### config.mk
export PLATFORM = sky130hd
export DESIGN_NAME = eco32f_hazard_sb
export DESIGN_NICKNAME = d
export VERILOG_FILES = /design/src/rtl/eco32f_hazard_sb.sv
export SDC_FILE = /design/constraint.sdc
export NUM_CORES = 1
export LEC_CHECK = 0
export ABC_AREA = 0
export CORE_UTILIZATION = 25
export CTS_CLUSTER_DIAMETER = 80
export CTS_CLUSTER_SIZE = 25
export DETAILED_ROUTE_END_ITERATION = 6
export GPL_ROUTABILITY_DRIVEN = 1
export GPL_TIMING_DRIVEN = 1
export HOLD_SLACK_MARGIN = 0.05
export SKIP_LAST_GASP = 1
export SYNTH_ARGS = -nofsm -noshare
export SYNTH_HDL_FRONTEND = slang
export SYNTH_SLANG_ARGS = --single-unit
### constraint.sdc
create_clock -name clk -period 3.7 [get_ports clk]
set_clock_uncertainty 0.1 [all_clocks]
set_input_delay 0.37 -clock clk [delete_from_list [all_inputs] [get_ports clk]]
set_output_delay 0.37 -clock clk [all_outputs]
set_load 0.05 [all_outputs]
### src/rtl/eco32f_hazard_sb.sv
// Register scoreboard for the eco32f decode stage: per-register countdowns for fixed-latency
// load/mul results plus a single outstanding variable-latency divide.
module eco32f_hazard_sb #(
    parameter int unsigned NUM_REGS = 32,
    parameter int unsigned LOAD_LAT = 1,
    parameter int unsigned MUL_LAT  = 2,
    parameter int unsigned CNT_W    = 2
) (
    input  logic                clk,
    input  logic                rst,
    input  logic [4:0]          id_rf_x_addr,
    input  logic [4:0]          id_rf_y_addr,
    input  logic                id_rf_x_used,
    input  logic                id_rf_y_used,
    input  logic [4:0]          id_rf_r_addr,
    input  logic                id_rf_r_we,
    input  logic [1:0]          id_wb_class,
    input  logic                id_issue,
    input  logic                pipe_stall,
    input  logic                flush,
    input  logic                div_done,
    input  logic [4:0]          div_addr,
    output logic                id_bubble,
    output logic                div_busy,
    output logic [NUM_REGS-1:0] sb_busy
);

    localparam logic [1:0] ClsAlu  = 2'd0;
    localparam logic [1:0] ClsLoad = 2'd1;
    localparam logic [1:0] ClsMul  = 2'd2;
    localparam logic [1:0] ClsDiv  = 2'd3;

    logic [CNT_W-1:0]    cnt_q [NUM_REGS];
    logic [CNT_W-1:0]    cnt_d [NUM_REGS];
    logic [NUM_REGS-1:0] pend_q, pend_d;
    logic                div_busy_q, div_busy_d;
    logic                hz_x, hz_y, issue;

    always_comb begin
        hz_x = (id_rf_x_addr != 5'd0) &&
               ((cnt_q[id_rf_x_addr] != '0) || pend_q[id_rf_x_addr]);
        hz_y = (id_rf_y_addr != 5'd0) &&
               ((cnt_q[id_rf_y_addr] != '0) || pend_q[id_rf_y_addr]);
        // Last two terms: WAW against a pending divide, and a single divide in flight.
        id_bubble = (id_rf_x_used && hz_x) || (id_rf_y_used && hz_y) ||
                    (id_rf_r_we && pend_q[id_rf_r_addr]) ||
                    (id_rf_r_we && (id_wb_class == ClsDiv) && div_busy_q);
        issue = id_issue && !id_bubble && id_rf_r_we && (id_rf_r_addr != 5'd0);
    end

    always_comb begin
        for (int r = 0; r < NUM_REGS; r++) begin
            cnt_d[r] = (!pipe_stall && cnt_q[r] != '0) ? cnt_q[r] - CNT_W'(1) : cnt_q[r];
        end
        pend_d     = pend_q;
        div_busy_d = div_busy_q;

        // Completion is applied before a same-cycle issue so the issue wins.
        if (div_done && div_busy_q) begin
            div_busy_d         = 1'b0;
            pend_d[div_addr]   = 1'b0;
        end

        if (issue) begin
            unique case (id_wb_class)
                ClsAlu:  ;
                ClsLoad: cnt_d[id_rf_r_addr] = CNT_W'(LOAD_LAT);
                ClsMul:  cnt_d[id_rf_r_addr] = CNT_W'(MUL_LAT);
                ClsDiv: begin
                    pend_d[id_rf_r_addr] = 1'b1;
                    div_busy_d           = 1'b1;
                end
            endcase
        end

        if (flush) begin
            for (int r = 0; r < NUM_REGS; r++) cnt_d[r] = '0;
            pend_d     = '0;
            div_busy_d = 1'b0;
        end

        cnt_d[0]  = '0;
        pend_d[0] = 1'b0;
    end

    always_ff @(posedge clk) begin
        if (rst) begin
            for (int r = 0; r < NUM_REGS; r++) cnt_q[r] <= '0;
            pend_q     <= '0;
            div_busy_q <= 1'b0;
        end else begin
            for (int r = 0; r < NUM_REGS; r++) cnt_q[r] <= cnt_d[r];
            pend_q     <= pend_d;
            div_busy_q <= div_busy_d;
        end
    end

    // Derived purely from state registers, so no input-to-output path.
    always_comb begin
        for (int r = 0; r < NUM_REGS; r++) sb_busy[r] = (cnt_q[r] != '0) || pend_q[r];
    end

    assign div_busy = div_busy_q;

endmodule

# [Word-level counts from Yosys, hierarchy flattened]
# Memory sizes are Yosys's and may differ from the RTL's.
# Index checks and enable logic that the tools add are counted.
[op_classes] n_mux=87 n_lt_le_gt_ge=8 eq_ne=3 bitwise=42 addsub=31 reduce_logical=122
[op_table] operator="$mux 2" n=64
[op_table] operator="$mux 62" n=2
[op_table] operator="$pmux 62 s2" n=1
[op_table] operator="$mux 32" n=3
[op_table] operator="$reduce_bool 2->1" n=34
[op_table] operator="$and 31x31->31" n=2
[op_table] operator="$not 31->31" n=2
[op_table] operator="$or 31x31->31" n=2
[op_table] operator="$sub 2x1->2 const B" n=31
[op_table] operator="$logic_and 1x1->1" n=45
[op_table] operator="$logic_or 1x1->1" n=37
[op_table] operator="$and 32x32->32" n=1
[op_table] operator="$not 32->32" n=1
[op_table] operator="$or 1x1->1" n=32
[op_table] operator="$or 32x32->32" n=1
[op_table] operator="$lt 5x6->1 const B" n=4
[op_table] operator="$bmux 1 s5" n=3
[op_table] operator="$reduce_bool 5->1" n=3
[op_table] operator="$mux 1" n=11
[op_table] operator="$demux 1 s5" n=2
[op_table] operator="$demux 2 s5" n=1
[op_table] operator="$ge 5x1->1 const B" n=2
[op_table] operator="$ge 6x6->1 const B" n=1
[op_table] operator="$lt 6x1->1 const B" n=1
[op_table] operator="5 further kinds" n=7
[word_totals] n_memories=1 elab_cells=297 mem_bits_rw=64 register_bits=33 inputBits=31 output_inout_bits=34
[memory_table] memory="cnt_q" depth=32 width=2 rd=34 rd_ports_with_merged_regs=0 write_ports=32 line_no="33" source="logic [CNT_W-1:0] cnt_q [NUM_REGS];"

# [Longest topological paths before layout]
# Gate-level depths: netlist of run 1.
[logic_depth] word_depth=15 mapped_depth=11 mapped_depth_nobuf=8

# [Least setup slack after synthesis of run 1]
# OpenSTA, ideal clock, no wires.
[synth_path] path_kind="input port to output port" startpoint="in id_rf_x_addr[1]" endpoint="out id_bubble" cell_stages=8 required_time_ns=3.230 n_path_buf=1 t_arrival_ns=2.195 setup_slack_ns=1.035 cell_sequence="buf_2 -> inv_2 -> mux4_2 -> or3b_1 -> a32oi_1 -> nor3b_4 -> nor2_1 -> nand2_1"
[synth_via] elab_chain_cells=8 word_cells_on_any_way=11 cone_classes="mux (2); reduce/logical (8); memory (1)"
[synth_rtl] element="start, declared" line_no="11" source="input logic [4:0] id_rf_x_addr,"
[synth_rtl] element="$mem_v2 32x2 or $bmux 1 s5 (tied branches)"
[synth_rtl] element="$reduce_bool 2->1 or $mux 1 (tied branches)" line_no="41" source="((cnt_q[id_rf_x_addr] != '0) || pend_q[id_rf_x_addr]);"
[synth_rtl] element="$logic_or 1x1->1" line_no="41"
[synth_rtl] element="$logic_and 1x1->1 (*)" line_no="40" source="hz_x = (id_rf_x_addr != 5'd0) &&"
[synth_rtl] element="$logic_and 1x1->1 (*)" line_no="45" source="id_bubble = (id_rf_x_used && hz_x) || (id_rf_y_used && hz_y) ||"
[synth_rtl] element="$logic_or 1x1->1 (*) (2 in a row)" line_no="45"
[synth_rtl] element="$logic_or 1x1->1 (*)" line_no="46" source="(id_rf_r_we && pend_q[id_rf_r_addr]) ||"
[synth_rtl] element="end, declared" line_no="23" source="output logic id_bubble,"
# Mark *: on every way between the ends. The rest lies on a longest branch, timed or not. The select of a mux whose other input is x is not followed.

# [Worst setup path after layout of run 1]
# Same ends and word-level chain as after synthesis.

==> results of run 1 <==
==> layout make-up <==
type	instances	area share, %
multi-input combinational	649	53.67
sequential	94	22.92
timing repair buffer	96	11.16
tap	341	5.197
inverter	70	3.200
clock buffer	12	3.002
clock inverter	4	0.8534
==> power groups by stage <==
stage / combinational [mW] / sequential, mW / clock, mW
2_1_floorplan: 0.156 / 1.04 / 0
4_1_cts: 0.286 / 1.01 / 1.04
3_5_place_dp: 0.285 / 1.04 / 0
5_1_grt: 0.308 / 1.01 / 1.08
3_3_place_gp: 0.284 / 1.04 / 0
6_report: 0.291 / 1.01 / 1.02
==> logic make-up after synthesis <==
group	share of synthesized area, %
adder cells (fa/ha/maj)	6.243
AND/OR/NAND/NOR	22.66
multiplexers	4.425
flip-flops	27.62
buffers and inverters	7.859
AO/OA/AOI/OAI	27.16
XOR/XNOR	3.985
other	0.05503
==> cell usage in the layout (no fill, tap or decap), drive strengths merged, types with 9 or more instances in the layout <==
cell type      count
o21ai             94
dfxtp             94
nor3              37
nor4              14
ha                34
clkdlybuf4s50     61
a211o             31
clkbuf            12
nand3              9
nor2              45
buf               34
inv               70
o21bai            30
nand2            138
xnor2             31
o211ai            31
nand2b            36
a211oi            34
mux4              10
==> per-layer routing <==
metal | part of all wire, % | routed length [um] | up-vias | track usage (%)
li1 | - | - | 3195 | -
met1 | 45 | 10710 | 3208 | 23.06
met2 | 46 | 10890 | 243 | 27.67
met3 | 7.0 | 1660 | 33 | 3.333
met4 | 2.4 | 582 | 0 | 6.401
met5 | 0 | 0 | - | 0
==> metrics by stage <==
stage	worst slack, ns	total power, mW	util [%]
6_report	0.1644	2.322	30.55
5_1_grt	0.06982	2.399	30.55
4_1_cts	0.08080	2.337	30.54
3_5_place_dp	0.1084	1.321	29.36
3_3_place_gp	0.09768	1.320	29.36
2_1_floorplan	1.035	1.192	-
==> worst paths after layout <==
check | start | to | slack (ns) | depth (start not counted)
worst max-delay path | id_rf_x_addr[1] | id_bubble | 0.16 | 9
worst min-delay path | pend_q[23] | pend_q[23] | 0.44 | 2
worst max register to register | cnt_q[27][0] | cnt_q[23][0] | 0.77 | 9
worst min register to register | pend_q[23] | pend_q[23] | 0.44 | 2
==> state kept, by name (all words and copies together), names as in the netlist <==
signal,count
pend_q,31
cnt_q,62
div_busy,1
==> worst max-delay path, stage by stage <==
cell and delay (ns):
clkdlybuf4s50_1 0.63, inv_2 0.26, mux4_2 0.51, or3b_1 0.18
a32oi_1 0.14, nor3b_4 0.45, nor2_1 0.14, nand2_1 0.21
buf_12 0.17
==> flow_metrics.tcl, run 1 <==
set metrics [dict create \
    syn_inst 864 \
    post_cts_buffers 0 \
    stdcell_count 1266 \
    pwr_density_cell_mw_per_mm2 282.9 \
    outcome "complete, no violations" \
    grt_pass1_vias 6430 \
    arrival_ns 3.07 \
    numCtsBuffers 9 \
    async_flop_share_pct 0 \
    dr.pass1.iters 5 \
    dieArea_mm2 0.02792 \
    ys_types 66 \
    syn2layout_area_growth_pct 20.49 \
    synth_warnings 0 \
    ant_nets 0 \
    core_mm2 0.02688 \
    fin_crit_ns 3.536 \
    final_nets 985 \
    cap_violations 0 \
    netlist_top_cells_count "nand2_1 (138), dfxtp_1 (94), inv_1 (68)" \
    antenna_cells 0 \
    crit_required_ns 3.23 \
    track_usage_pct 17.32 \
    switching_share_pct 26.03 \
    synth.net_count 929 \
    cts_max_level 3 \
    syn_avg_cell_area_um2 7.887 \
    fmax_ghz 0.2828 \
    synth_top_cell_area_share_pct 27.62 \
    p_sw_mw 0.6045 \
    grt_max_degree 33 \
    rsz0062_at_grt "false" \
    setup_viol 0 \
    max_slew_margin_pct 43.18 \
    post-synth-top-area-cell "dfxtp_1" \
    ir_worst_vdd_mv 0.1885 \
    worstMarginPinSlew_ns 0.8498 \
    grt_pass1_wl_um 37090 \
    io_buffer_count 63 \
    path_clk_slew_ns 0.06 \
    multi_input_comb_area_mm2 0.004407 \
    seq_area_frac_synth_pct 27.62 \
    ys_top_cells_by_area "dfxtp_1 (28%), nand2_1 (7.6%), ha_1 (6.2%)" \
    startpoint_type "input pin" \
    dp_cells 1250 \
    synth_area_mm2 0.006814 \
    place.gp.congestion 0.9387 \
    cts_resized 0 \
    whs_ns 0.4402 \
    ys.flop_type "dfxtp_1" \
    clock_latency_ns 0.36 \
    wl_per_cell_um 18.84 \
    hold_buffers 0 \
    crit_fanout 10 \
    clk_path_buf_depth 2 \
    io-pin-count 65 \
    viasPerCell 5.276 \
    dp_hpwl_um 17180 \
    seqPwrFrac_pct 43.6 \
    yosysMostFrequentCell "nand2_1" \
    final_area_mm2 0.008210 \
    crit_type "in2out" \
    dpl-instance-area_mm2 0.007890 \
    critPathCaptureType "output port" \
    p_comb_share_pct 12.5 \
    synth_edf_count 0 \
    regArea_mm2 0.001882 \
    drive_gt1_share_pct 11.14 \
    power.internal_mw 1.718 \
    cts.sinks 94 \
    power_leakage_nw 2.622 \
    synth-seq-cells 94 \
    fill_cells 2865 \
    cts_tree "yes" \
    drt_iter0_drc 522 \
    drc 0 \
    die_w_um 167.1 \
    p_clk_share_pct 43.9 \
    postRouteWirelength_um 23850 \
    setup_tns_ns 0 \
    start_util_pct 25.35 \
    hold_viol_final 0 \
    overflow 0 \
    rows 60 \
    fin_crit_sh_pct 95.56 \
    cts_root_buf "clkbuf_16" \
    vias 6679 \
    die_height_um 167.1 \
    drv_slew 0 \
    antenna_found_initial 0 \
    holdCritPathClass "reg2reg" \
]
(Power assumes the default switching activity.)
==> inputs of run 2 (changes only) <==
- ABC_CLOCK_PERIOD_IN_PS: not set -> 3700
==> results of run 2 <==
No change in the layout: final DEF, timing and power equal those of run 1.
==> inputs of run 3 (changes only) <==
- ABC_CLOCK_PERIOD_IN_PS: 3700 -> 2930
- CORE_UTILIZATION: 25 -> 41
- clock period: 3.7 -> 2.93 ns (I/O delays scaled with it)
==> run 3 against run 2 <==
Effect of this change: the run now ends with negative setup slack left; first-iteration DRC count rose by 13%; die area is 39% lower; sequential share of layout area fell by 1.7 points; combinational power grew 56%; core utilization increased by 25 points; power grew 31%; wire length down 0.68%; critical endpoint is now cnt_q[15][1]; largest power group unchanged.
==> flow_metrics.tcl, run 3 (synthesis gave the netlist of run 1 again) <==
set metrics [dict create \
    die_w_um 130.9 \
    rows 46 \
    stdcell_count 1203 \
    rsz0062_at_grt "true" \
    mostFrequentLayoutCell "nand2_1" \
    cts_max_level 3 \
    grt_pass1_vias 6464 \
    antenna_found_initial 0 \
    antenna_cells 0 \
    fill_cells 1481 \
    crit_fanout 6 \
    clock_latency_ns 0.36 \
    crit_required_ns 3.08 \
    setup_ws_ns -0.003757 \
    viasPerCell 5.766 \
    wl_per_cell_um 19.69 \
    drt_iter0_drc 588 \
    dp_cells 1172 \
    max_slew_margin_pct 48.12 \
    power_leakage_nw 3.047 \
    top_register "cnt_q" \
    cts_tree "yes" \
    cap_violations 0 \
    io_buffer_count 63 \
    multi_input_comb_area_mm2 0.004594 \
    worstMarginPinSlew_ns 0.7782 \
    p_clk_share_pct 42.8 \
    io-pin-count 65 \
    track_usage_pct 28.43 \
    fin_crit_ns 2.934 \
    drive_gt1_share_pct 19.45 \
    startpoint_type "register" \
    start_util_pct 42.43 \
    largest_reg_flops 62 \
    cts.sinks 94 \
    power.internal_mw 2.232 \
    syn2layout_area_growth_pct 30.22 \
    path_clk_slew_ns 0.07 \
    whs_ns 0.4354 \
    violations "negative setup slack" \
    ir_worst_vdd_mv 0.3019 \
    fin_util_pct 55.26 \
    arrival_ns 3.08 \
    regArea_mm2 0.001886 \
    pwr_density_cell_mw_per_mm2 341.7 \
    hold_viol_final 0 \
    dr.pass1.iters 7 \
    mostFrequentLayoutCells "nand2_1 (138), dfxtp_1 (93), buf_4 (77)" \
    fmax_ghz 0.3409 \
    p_sw_mw 0.8000 \
    ant_nets 0 \
    core_mm2 0.01606 \
    clk_path_buf_depth 2 \
    die_height_um 130.9 \
    p_comb_share_pct 15.0 \
    switching_share_pct 26.38 \
    numCtsBuffers 9 \
    overflow 0 \
    dp_hpwl_um 16590 \
    outcome "finished, violations left" \
    dieArea_mm2 0.01714 \
    place.gp.congestion 0.9324 \
    crit_type "reg2reg" \
    postRouteWirelength_um 23690 \
    fin_crit_sh_pct 100.1 \
    seqPwrFrac_pct 42.1 \
    grt_pass1_wl_um 36090 \
    grt_max_degree 35 \
    critPathCaptureType "register" \
    vias 6936 \
    cts_root_buf "clkbuf_16" \
    drv_slew 0 \
    final_nets 1047 \
    post-place-ws_ns -0.4165 \
    setup_viol 3 \
    drc 0 \
    holdCritPathClass "reg2reg" \
]
-- run 3: changes by cell type in the layout (fill, tap and decap cells not counted), sizes merged --
| cell | change |
|---|---|
| dlygate4sd2 | +4 |
| clkdlybuf4s50 | -6 |
| buf | +59 |
| dlymetal6s2s | +1 |
| clkbuf | +4 |
-- run 3: critical path, stage by stage (launching register included) --
cell and delay, ns:
dfxtp_1 0.34, buf_4 0.16, mux4_2 0.46, a22o_1 0.23, a221oi_2 0.23, and4bb_1 0.30
nand4_4 0.14, buf_12 0.17, nor3_4 0.20, buf_12 0.17, clkbuf_16 0.16, a211o_1 0.11
o21ai_1 0.05
-- run 3: final cells by class --
cell class | instances | share of cell area [%]
flip-flops and latches | 94 | 21.25
well taps | 216 | 3.046
clock buffers | 12 | 2.778
clock inverters | 4 | 0.7896
multi-input cells | 649 | 51.78
repair buffers | 158 | 17.40
inverters | 70 | 2.961
-- run 3: through the flow --
stage | cell area, um^2 | power (mW) | TNS [ns]
after global routing | 8874 | 3.114 | -4.247
after global placement | 8124 | 1.702 | -26.55
after CTS | 8552 | 2.994 | 0
after floorplan | 6814 | 1.506 | 0
final | 8874 | 3.032 | -0.005813
after detailed placement | 8124 | 1.704 | -30.46
-- run 3: power groups by stage --
stage | Sequential, mW | Combinational, mW | Clock (mW)
floorplan | 1.31 | 0.197 | 0
global placement | 1.31 | 0.394 | 0
detailed placement | 1.31 | 0.396 | 0
CTS | 1.28 | 0.406 | 1.31
global route | 1.28 | 0.479 | 1.36
finish | 1.28 | 0.455 | 1.30
-- run 3: routing by layer --
layer  track usage [%]  up-vias  part of all wire [%]
met5                 0        -                     0
met4             11.97        0                   3.3
met3             3.705       50                   6.7
met2             45.38      263                    45
met1             38.56     3282                    45
li1                  -     3341                     -
-- run 3: final timing paths --
| kind | startpoint | to | slack [ns] | depth (start not counted) |
|---|---|---|---|---|
| worst max-delay path | pend_q[4] | cnt_q[15][1] | -0.004 | 12 |
| worst min-delay path | pend_q[23] | pend_q[23] | 0.44 | 2 |
| worst max register to register | pend_q[4] | cnt_q[15][1] | -0.004 | 12 |
| worst min register to register | pend_q[23] | pend_q[23] | 0.44 | 2 |
-- run 3: timing repair --
item | in CTS | in global routing
hold buffers | 0 | 0
cloned | 0 | 5
resized for setup | 21 | 34
endpoints found under the setup margin | 30 | 62
setup buffers | 6 | 5
pin swaps | 6 | 16
